--- src/rtl/xy_div_pkg.sv ---
// Shared definitions for the sequential divider: register map, CTRL/STATUS
// bit positions and the controller state encoding.
// Purely declarative, no logic.
package xy_div_pkg;

    localparam logic [2:0] ADDR_DIVIDEND  = 3'd0;
    localparam logic [2:0] ADDR_DIVISOR   = 3'd1;
    localparam logic [2:0] ADDR_QUOTIENT  = 3'd2;
    localparam logic [2:0] ADDR_REMAINDER = 3'd3;
    localparam logic [2:0] ADDR_CTRL      = 3'd4;
    localparam logic [2:0] ADDR_STATUS    = 3'd5;

    localparam int CTRL_START_BIT  = 0;
    localparam int CTRL_SIGNED_BIT = 1;

    localparam int STAT_BUSY_BIT = 0;
    localparam int STAT_DONE_BIT = 1;
    localparam int STAT_DIV0_BIT = 2;

    typedef enum logic [1:0] {
        S_IDLE = 2'd0,
        S_CALC = 2'd1,
        S_FIX  = 2'd2
    } state_t;

endpackage

--- src/rtl/div_step.sv ---
// One restoring-division iteration: shift in the next dividend bit, trial
// subtract the divisor, keep the difference when it does not go negative.
// Purely combinational, no backpressure.
module div_step #(
    parameter int WIDTH = 16
) (
    input  logic [WIDTH-1:0] rem_i,
    input  logic             bit_i,
    input  logic [WIDTH-1:0] dvs_i,
    output logic [WIDTH-1:0] rem_o,
    output logic             q_o
);

    logic [WIDTH:0] shifted;
    logic [WIDTH:0] diff;

    // Partial remainder is always < divisor, so the shifted value is < 2*divisor
    // and the restored/subtracted result always fits back into WIDTH bits.
    always_comb begin
        shifted = {rem_i, bit_i};
        diff    = shifted - {1'b0, dvs_i};
        q_o     = (shifted >= {1'b0, dvs_i});
        rem_o   = q_o ? diff[WIDTH-1:0] : shifted[WIDTH-1:0];
    end

endmodule

--- src/rtl/xy_divider_seq.sv ---
// Register-mapped sequential divider, one quotient bit per clock (restoring).
// Latency: WIDTH+1 cycles from accepted start to DONE; divide-by-zero in 1.
// A start while busy is dropped; operand registers are free to change mid-run.
module xy_divider_seq
    import xy_div_pkg::*;
#(
    parameter int WIDTH     = 16,
    parameter bit SIGNED_EN = 1'b1
) (
    input  logic               CLK,
    input  logic               RST,
    input  logic               E,
    input  logic               W,
    input  logic               R,
    input  logic [2:0]         ADDR,
    input  logic [WIDTH-1:0]   D,
    output logic [2*WIDTH-1:0] OUT,
    output logic               BUSY,
    output logic               DONE
);

    localparam int CW = (WIDTH > 1) ? $clog2(WIDTH) : 1;

    state_t             state_q, state_d;
    logic [WIDTH-1:0]   dividend_q, divisor_q;
    logic [WIDTH-1:0]   quot_q, rem_q;
    logic               done_st_q, div0_q, done_pulse_q;
    logic               d0_pend_q;
    logic [WIDTH-1:0]   acc_q;      // dividend magnitude shifting out, quotient shifting in
    logic [WIDTH-1:0]   prem_q;     // partial remainder magnitude
    logic [WIDTH-1:0]   dvs_q;      // divisor magnitude
    logic               qneg_q, rneg_q;
    logic [CW-1:0]      cnt_q;
    logic [2*WIDTH-1:0] out_q;

    logic               wr_en, rd_en;
    logic               start_ok, start_calc, start_d0;
    logic               sgn_sel, dvd_neg, dvs_neg;
    logic [WIDTH-1:0]   dvd_abs, dvs_abs;
    logic [WIDTH-1:0]   step_rem;
    logic               step_q;
    logic [2*WIDTH-1:0] rd_val;

    assign wr_en = E & W;
    assign rd_en = E & R;

    // A start is only taken when fully idle, including the divide-by-zero slot.
    assign start_ok   = wr_en && (ADDR == ADDR_CTRL) && D[CTRL_START_BIT]
                        && (state_q == S_IDLE) && !d0_pend_q;
    assign start_calc = start_ok && (divisor_q != '0);
    assign start_d0   = start_ok && (divisor_q == '0);

    assign sgn_sel = SIGNED_EN && D[CTRL_SIGNED_BIT];
    assign dvd_neg = sgn_sel && dividend_q[WIDTH-1];
    assign dvs_neg = sgn_sel && divisor_q[WIDTH-1];
    assign dvd_abs = dvd_neg ? -dividend_q : dividend_q;
    assign dvs_abs = dvs_neg ? -divisor_q  : divisor_q;

    div_step #(.WIDTH(WIDTH)) u_step (
        .rem_i (prem_q),
        .bit_i (acc_q[WIDTH-1]),
        .dvs_i (dvs_q),
        .rem_o (step_rem),
        .q_o   (step_q)
    );

    // Controller state register.
    always_ff @(posedge CLK or posedge RST) begin
        if (RST) state_q <= S_IDLE;
        else     state_q <= state_d;
    end

    // Next-state: WIDTH calc cycles, then one cycle of sign fix-up.
    always_comb begin
        state_d = state_q;
        case (state_q)
            S_IDLE:  if (start_calc) state_d = S_CALC;
            S_CALC:  if (cnt_q == '0) state_d = S_FIX;
            S_FIX:   state_d = S_IDLE;
            default: state_d = S_IDLE;
        endcase
    end

    // Read mux over pre-edge register values, zero-extended onto OUT.
    always_comb begin
        rd_val = '0;
        case (ADDR)
            ADDR_DIVIDEND:  rd_val[WIDTH-1:0] = dividend_q;
            ADDR_DIVISOR:   rd_val[WIDTH-1:0] = divisor_q;
            ADDR_QUOTIENT:  rd_val[WIDTH-1:0] = quot_q;
            ADDR_REMAINDER: rd_val[WIDTH-1:0] = rem_q;
            ADDR_STATUS: begin
                rd_val[STAT_BUSY_BIT] = (state_q != S_IDLE);
                rd_val[STAT_DONE_BIT] = done_st_q;
                rd_val[STAT_DIV0_BIT] = div0_q;
            end
            default:        rd_val = '0;
        endcase
    end

    // Register file, operand capture, iteration datapath and result commit.
    always_ff @(posedge CLK or posedge RST) begin
        if (RST) begin
            dividend_q   <= '0;
            divisor_q    <= '0;
            quot_q       <= '0;
            rem_q        <= '0;
            done_st_q    <= 1'b0;
            div0_q       <= 1'b0;
            done_pulse_q <= 1'b0;
            d0_pend_q    <= 1'b0;
            acc_q        <= '0;
            prem_q       <= '0;
            dvs_q        <= '0;
            qneg_q       <= 1'b0;
            rneg_q       <= 1'b0;
            cnt_q        <= '0;
            out_q        <= '0;
        end else begin
            done_pulse_q <= 1'b0;

            if (rd_en) out_q <= rd_val;

            if (wr_en && ADDR == ADDR_DIVIDEND) dividend_q <= D;
            if (wr_en && ADDR == ADDR_DIVISOR)  divisor_q  <= D;

            if (start_ok) begin
                done_st_q <= 1'b0;
                div0_q    <= 1'b0;
            end

            if (start_calc) begin
                acc_q  <= dvd_abs;
                dvs_q  <= dvs_abs;
                prem_q <= '0;
                cnt_q  <= CW'(WIDTH - 1);
                qneg_q <= dvd_neg ^ dvs_neg;
                rneg_q <= dvd_neg;
            end

            // Divide-by-zero: the captured dividend waits one cycle in acc_q.
            if (start_d0) begin
                d0_pend_q <= 1'b1;
                acc_q     <= dividend_q;
            end

            if (d0_pend_q) begin
                d0_pend_q    <= 1'b0;
                quot_q       <= '1;
                rem_q        <= acc_q;
                div0_q       <= 1'b1;
                done_st_q    <= 1'b1;
                done_pulse_q <= 1'b1;
            end

            if (state_q == S_CALC) begin
                prem_q <= step_rem;
                acc_q  <= {acc_q[WIDTH-2:0], step_q};
                cnt_q  <= cnt_q - CW'(1);
            end

            // Negating the quotient magnitude wraps naturally for MIN / -1.
            if (state_q == S_FIX) begin
                quot_q       <= qneg_q ? -acc_q  : acc_q;
                rem_q        <= rneg_q ? -prem_q : prem_q;
                done_st_q    <= 1'b1;
                done_pulse_q <= 1'b1;
            end
        end
    end

    assign OUT  = out_q;
    assign BUSY = (state_q != S_IDLE);
    assign DONE = done_pulse_q;

endmodule

--- config.mk ---
export PLATFORM = sky130hd
export DESIGN_NAME = xy_divider_seq
export DESIGN_NICKNAME = d
export VERILOG_FILES = /design/src/rtl/xy_div_pkg.sv /design/src/rtl/div_step.sv /design/src/rtl/xy_divider_seq.sv
export SDC_FILE = /design/constraint.sdc
export NUM_CORES = 1
export LEC_CHECK = 0
export CAP_MARGIN = 30
export CORE_MARGIN = 1
export CORE_UTILIZATION = 25
export CTS_BUF_LIST = sky130_fd_sc_hd__clkbuf_16
export DETAILED_ROUTE_END_ITERATION = 10
export GPL_TIMING_DRIVEN = 0
export PLACE_DENSITY = 0.47
export SYNTH_ARGS = -nofsm -noshare
export SYNTH_HDL_FRONTEND = slang
export SYNTH_SLANG_ARGS = --single-unit
--- constraint.sdc ---
create_clock -name CLK -period 4.3 [get_ports CLK]
set_input_delay 0.86 -clock CLK [delete_from_list [all_inputs] [get_ports CLK]]
set_output_delay 0.86 -clock CLK [all_outputs]
set_load 0.005 [all_outputs]
==> summary.txt, run 1 <==
Drt
  • Met3 WL: roughly 730 um
  • Remaining DRCs: 0
  • WL per Instance: 19.20 um
  • Final WL: 25.80 mm
  • Met2 WL: 12.10 mm
  • Vias/cell: 4.818
  • Via count: 6475
  • DR top layer: met5
  • 1st-iter DRT viols: 419
  • Number of detailed-route iterations in the first pass: 5
  • DRT met1 WL: 12.38 mm
  • Antenna Nets Post-Route: 0

STA
  • Fin. Hold Viols: 0
  • Post-Route Skew: 9.108 ps
  • Setup TNS: 0 ps
  • Fin. max-slew vios: 0
  • Measured slew at the worst slew-check pin: 925.3 ps
  • # setup viols final: 0
  • Max Fclk: ~330 MHz
  • Slew headroom: 0.3798
  • Final worst path period share: 0.7144
  • Post-route minimum period: around 3000 ps
  • RSZ-0062 raised after global routing: no

Floorplan
  • DIE WIDTH: ~180 um
  • Ports: 58
  • Die area: 33350 um^2
  • Core Region: about 32000 um^2
  • Initial Utilization: 0.2565
  • DIE HEIGHT: 182.6 um
  • # rows: 65

Synthesis
  • Seq/Total Area, Yosys: 0.4296
  • Synth top area cells: dfrtp_1 (43%), o21ai_0 (6.0%), mux2_2 (4.4%)
  • Post-synth EDFFs: 0
  • Seq cells post-synth: 140
  • Ys flop type: dfrtp_1
  • Avg Inst Size Synth: ~10 um^2
  • Cell taking the most area after synthesis: dfrtp_1
  • Synthesized instance count: 819
  • Synth top area share: 0.4296
  • Netlist cell types: 65
  • Async SR Flop Fraction: 1.000
  • Post-Syn Area: 8155 um^2
  • Synthesis Warnings: 0

Worst hold path
  • Hold_sp: OUT[0]
  • Hold endpoint: OUT[0]
  • Hold WC Path Type: reg2reg
  • Worst Hold Depth: 2

Global route
  • Antenna violations before repair: 1
  • First-pass GRT wire length: 39.32 mm
  • GRT overflow: 0
  • GRT Overall Usage: 0.1583
  • Vias in the first global route: roughly 6300
  • Largest net degree at the start of global routing: 39

Clock network
  • CTS sink cnt: 140
  • Clock Path Buffers: 2
  • Clock Latency Late Sink: 430 ps
  • Htree depth: 4
  • Clock root buffer: clkbuf_16
  • Cts hold-fix bufs: 0
  • PostCTS Resize Cnt: 0
  • Clock-pin slew on the worst setup and hold paths: 70 ps
  • CTS tree: yes
  • Post-CTS setup buffer count: 0
  • Cts bufs inserted: 17

Worst setup path
  • WP data arrival: around 3400 ps
  • CP Capture Type: flop
  • Critical Path Start: D[0]
  • Worst r2r src: acc_q[15]
  • Reg-to-reg slack, setup: about 1300 ps
  • Crit Path Max Fanout: 9
  • R2R Path End: prem_q[14]
  • Worst Path Required: ~4600 ps
  • Critical path type: in2reg
  • FF-to-FF path depth: 11
  • Startpoint Class: input pin

Power and ir drop
  • Leak Pwr: 4.047 nW
  • Cell Pwr Density: 635.4 nW/um^2
  • Max VDD drop: a little over 0.3 mV

Finish
  • Nets: roughly 940
  • Fin cells: 1344
  • # diodes: 0
  • Layout cells sized above 1: 0.1287
  • Layout area overhead: 21.31%
  • Most frequent cells in the layout: dfrtp_1 (140), o21ai_0 (97), nand2_1 (78), clkdlybuf4s50_1 (40), xor2_1 (38)
  • Most common cell after layout, fill and taps aside: dfrtp_1

Status
  • Status: finished clean

Placement
  • Placed Instances: 1312
  • Gpl congestion: between 0.8 and 0.9
  • Port bufs: 40
  • Hpwl dp: 19.70 mm

Flow run
  • Total of max-cap violations: 0
final cells by class:
class / count / area (um^2)
timing repair buffer: 43 / 460.4
sequential: 140 / 3503
buffer: 58 / 300.3
fill: 3335 / 21910
inverter: 33 / 127.6
tap: 435 / 544.3
clock inverter: 15 / 247.7
multi-input combinational: 603 / 4284
clock buffer: 17 / 425.4
Yosys cell counts (5+ instances only):
master	number
nor3_1	14
mux4_2	13
mux2i_1	31
buf_2	5
o21ai_1	5
inv_1	33
a211oi_1	5
nor2b_1	7
nand2b_1	11
o21ai_0	97
xor2_1	38
or3_1	8
dfrtp_1	140
xnor2_1	31
nand3_1	19
nor2_1	28
or4_1	6
clkbuf_1	25
ha_1	21
mux2_2	32
a22o_1	14
a22oi_1	13
a21o_1	9
buf_4	16
buf_1	9
and2_1	5
a21oi_1	29
and3_1	7
nand2_1	78
o31ai_1	15
registers in the layout, indices dropped and copies added (netlist names):
name        flops
OUT            16
state_q         2
dvs_q          16
div0_q          1
acc_q          16
done_st_q       1
divisor_q      16
rem_q          16
qneg_q          1
DONE            1
rneg_q          1
cnt_q           4
prem_q         16
quot_q         16
d0_pend_q       1
dividend_q     16
worst max path at each step:
stage,endpoint,slack (ps)
3_5_place_dp,prem_q[15],790
6_report,prem_q[15],1230
2_1_floorplan,DONE,1690
4_1_cts,prem_q[15],1230
3_3_place_gp,dvs_q[8],280
5_1_grt,prem_q[15],1060
metal layers:
| metal | vias up | track usage |
|---|---|---|
| met5 | - | 0 |
| met4 | 2 | 0.04807 |
| met3 | 31 | 0.02734 |
| met2 | 125 | 0.2550 |
| met1 | 3247 | 0.2156 |
| li1 | 3070 | - |
kinds of logic (layout without fill, tap and decap cells):
kind of cell	Yosys count	count (layout)	share of synthesized area
compound gates	217	217	0.1668
mux	76	76	0.1181
other cells	1	16	0.0004598
fa+ha+maj	22	22	0.03467
flops	140	140	0.4296
simple gates	203	203	0.1243
xor+xnor	69	69	0.07410
buf+inv	91	166	0.05201
per-stage QoR:
| step | hold slack [ps] | util | area [um^2] | power (mW) | worst slack, ps |
|---|---|---|---|---|---|
| after global routing | 508.2 | 0.3111 | 9893 | 6.691 | 1057 |
| final | 489.4 | 0.3111 | 9893 | 6.286 | 1228 |
| after global placement | 464.0 | 0.2881 | 9160 | 4.567 | 277.6 |
| after detailed placement | 474.2 | 0.2899 | 9220 | 4.576 | 790.8 |
| after CTS | 489.2 | 0.3111 | 9893 | 6.321 | 1229 |
| after floorplan | 449.0 | - | 8215 | 3.762 | 1691 |
critical path, cell delays in order:
cell,delay (ps)
clkdlybuf4s50_1,590
nand4_1,110
or4_4,480
nor2_1,400
nand2_1,400
and3_1,310
a31oi_1,120
o21ai_0,100
where the power goes:
group | switching (mW) | total, mW | internal (mW)
sequential | 0.565 | 2.26 | 1.69
clock | 0.659 | 1.72 | 1.06
combinational | 1.26 | 2.31 | 1.06
total | 2.48 | 6.29 | 3.81
Power figures use the tool's default switching activity.
==> run 2, diff against run 1 <==
- PLACE_DENSITY: 0.47 -> 0.46
- clock period: 4.3 -> 2.9 ns (I/O delays scaled with it)
==> run 2 against run 1 <==
Effect of this change:
- setup slack worse by 1100 ps
- global-route usage up 0.51 points
- core utilization down 0.079 points
- via count about the same
- wire length up 2.7%
- critical path type is now reg2reg
- cell area down 0.25%
==> summary.txt, run 2 (synthesized netlist as in run 1, its figures left out) <==
Global route
  • Vias in the first global route: 6380
  • Largest net degree at the start of global routing: 40
  • GRT overflow: 0
  • First-pass GRT wire length: 40.19 mm
  • Antenna violations before repair: 1
  • GRT Overall Usage: 0.1634

Placement
  • Port bufs: 40
  • Hpwl dp: between 20 and 25 mm
  • Gpl congestion: 0.8486
  • Dpl cell area: 9220 um^2
  • Place WS: -454.6 ps

Finish
  • Most common cell after layout, fill and taps aside: dfrtp_1
  • Layout area overhead: 21.00%
  • Final instance area: 9868 um^2
  • Nets: roughly 950
  • Most frequent cells in the layout: dfrtp_1 (140), o21ai_0 (96), nand2_1 (78), clkdlybuf4s50_1 (40), xor2_1 (38)
  • Layout cells sized above 1: 0.1389
  • # diodes: 0

Power and ir drop
  • Max VDD drop: roughly 0.44 mV
  • Internal power: 5.294 mW
  • Sw Ratio: 0.4168
  • Leak Pwr: 4.022 nW
  • Flop pwr share: 0.367
  • Combinational Power Share: 0.393
  • Cell Pwr Density: 919.8 nW/um^2
  • Psw: around 3.8 mW
  • Clk pwr share: 0.240

Clock network
  • Clock Latency Late Sink: 440 ps
  • CTS sink cnt: 140
  • CTS tree: yes
  • Clock root buffer: clkbuf_16
  • Clock Path Buffers: 2
  • Clock-pin slew on the worst setup and hold paths: ~70 ps
  • Cts bufs inserted: 17
  • Htree depth: 4
  • Cts hold-fix bufs: 0

Worst setup path
  • CP Capture Type: flop
  • CP Cell Sequence: inv_2, ha_1, inv_1, fa_1, a21o_1, a221oi_4, o311a_1, o21ai_0, a31oi_1, mux2_2, nand2_1
  • CP top delay family: compound AO/OA/AOI/OAI gates
  • Worst Path Required: 3280 ps
  • Crit path buffers/inverters: 2
  • Slowest stage cell on the critical path: dfrtp_1
  • Worst path max stage delay: 410 ps
  • WP data arrival: 3120 ps
  • Crit Path Max Fanout: 3
  • Startpoint Class: flop
  • Critical path type: reg2reg

STA
  • Final worst path period share: 0.9439
  • Post-Route Skew: 11.88 ps
  • Max Fclk: 365.3 MHz
  • Slew headroom: 0.3941
  • Measured slew at the worst slew-check pin: 908.9 ps
  • Post-route minimum period: 2737 ps
  • Fin. max-slew vios: 0
  • Fin. Hold Viols: 0
  • RSZ-0062 raised after global routing: no
  • # setup viols final: 0
  • Setup TNS: 0 ps
  • Final setup margin: about 160 ps

Drt
  • Met2 WL: 12.52 mm
  • DR top layer: met4
  • Via count: 6476
  • Final WL: roughly 27 mm
  • DRT met1 WL: between 10 and 15 mm
  • 1st-iter DRT viols: 447
  • WL per Instance: a little under 20 um
  • Antenna Nets Post-Route: 0
  • Met3 WL: 988 um
  • Remaining DRCs: 0
  • Vias/cell: 4.801
  • Number of detailed-route iterations in the first pass: 4

Status
  • Status: finished clean

Floorplan
  • Die area: about 33000 um^2
  • DIE WIDTH: 182.6 um
  • Core Region: 31800 um^2
  • Initial Utilization: 0.2565
  • DIE HEIGHT: 182.6 um
  • Ports: between 50 and 60
  • # rows: 65

Worst hold path
  • Hold WC Path Type: reg2reg

Flow run
  • Total of max-cap violations: 0
[run 2: worst register-to-register path, cell delays in order (launching register included)]
cell and delay (ps):
dfrtp_1 410, inv_2 110, ha_1 180, inv_1 50, fa_1 400, a21o_1 220, a221oi_4 310, o311a_1 220
o21ai_0 140, a31oi_1 230, mux2_2 360, nand2_1 60
[run 2: stage by stage]
| step | total power, mW | std cells | hold WS [ps] | utilization |
|---|---|---|---|---|
| finish | 9.077 | 1349 | 481.3 | 0.3103 |
| global route | 9.685 | 1349 | 510.3 | 0.3103 |
| CTS | 9.009 | 1344 | 489.7 | 0.3083 |
| detailed placement | 6.801 | 1312 | 470.0 | 0.2899 |
| global placement | 6.787 | 1309 | 464.8 | 0.2881 |
| floorplan | 5.578 | 834 | 449.0 | - |
[run 2: repair_timing]
action                     CTS  global route
setup buffers                0             5
setup endpoints to repair    2            15
pin swaps                    0             3
gates resized for setup      2             6
[run 2: cell type report]
class / instances / area [um^2]
inverter: 33 / 127.6
fill: 3320 / 21930
buffer: 58 / 300.3
sequential: 140 / 3503
timing repair buffer: 48 / 498.0
tap: 435 / 544.3
multi-input combinational: 603 / 4320
clock inverter: 15 / 148.9
clock buffer: 17 / 425.4
[run 2: final timing paths]
path / slack [ps] / cells after the start / from / end
worst max-delay path: 160 / 11 / acc_q[15] / prem_q[14]
worst min-delay path: 480 / 2 / OUT[2] / OUT[2]
worst max register to register: 160 / 11 / acc_q[15] / prem_q[14]
worst min register to register: 480 / 2 / OUT[2] / OUT[2]
max in group asynchronous: 1070 / 5 / RST / dvs_q[3]
min in group asynchronous: 640 / 2 / RST / OUT[13]
[run 2: power by group through the flow]
stage / Sequential (mW) / Clock [mW] / Combinational, mW
CTS: 3.33 / 2.21 / 3.46
floorplan: 2.99 / 0 / 2.59
detailed placement: 3.37 / 0 / 3.43
finish: 3.33 / 2.18 / 3.57
global route: 3.41 / 2.30 / 3.98
global placement: 3.36 / 0 / 3.43
[run 2: metal layers]
metal / track usage / vias to the layer above
met5: 0 / -
met4: 0.05109 / 0
met3: 0.02654 / 33
met2: 0.2652 / 134
met1: 0.2214 / 3245
li1: - / 3064
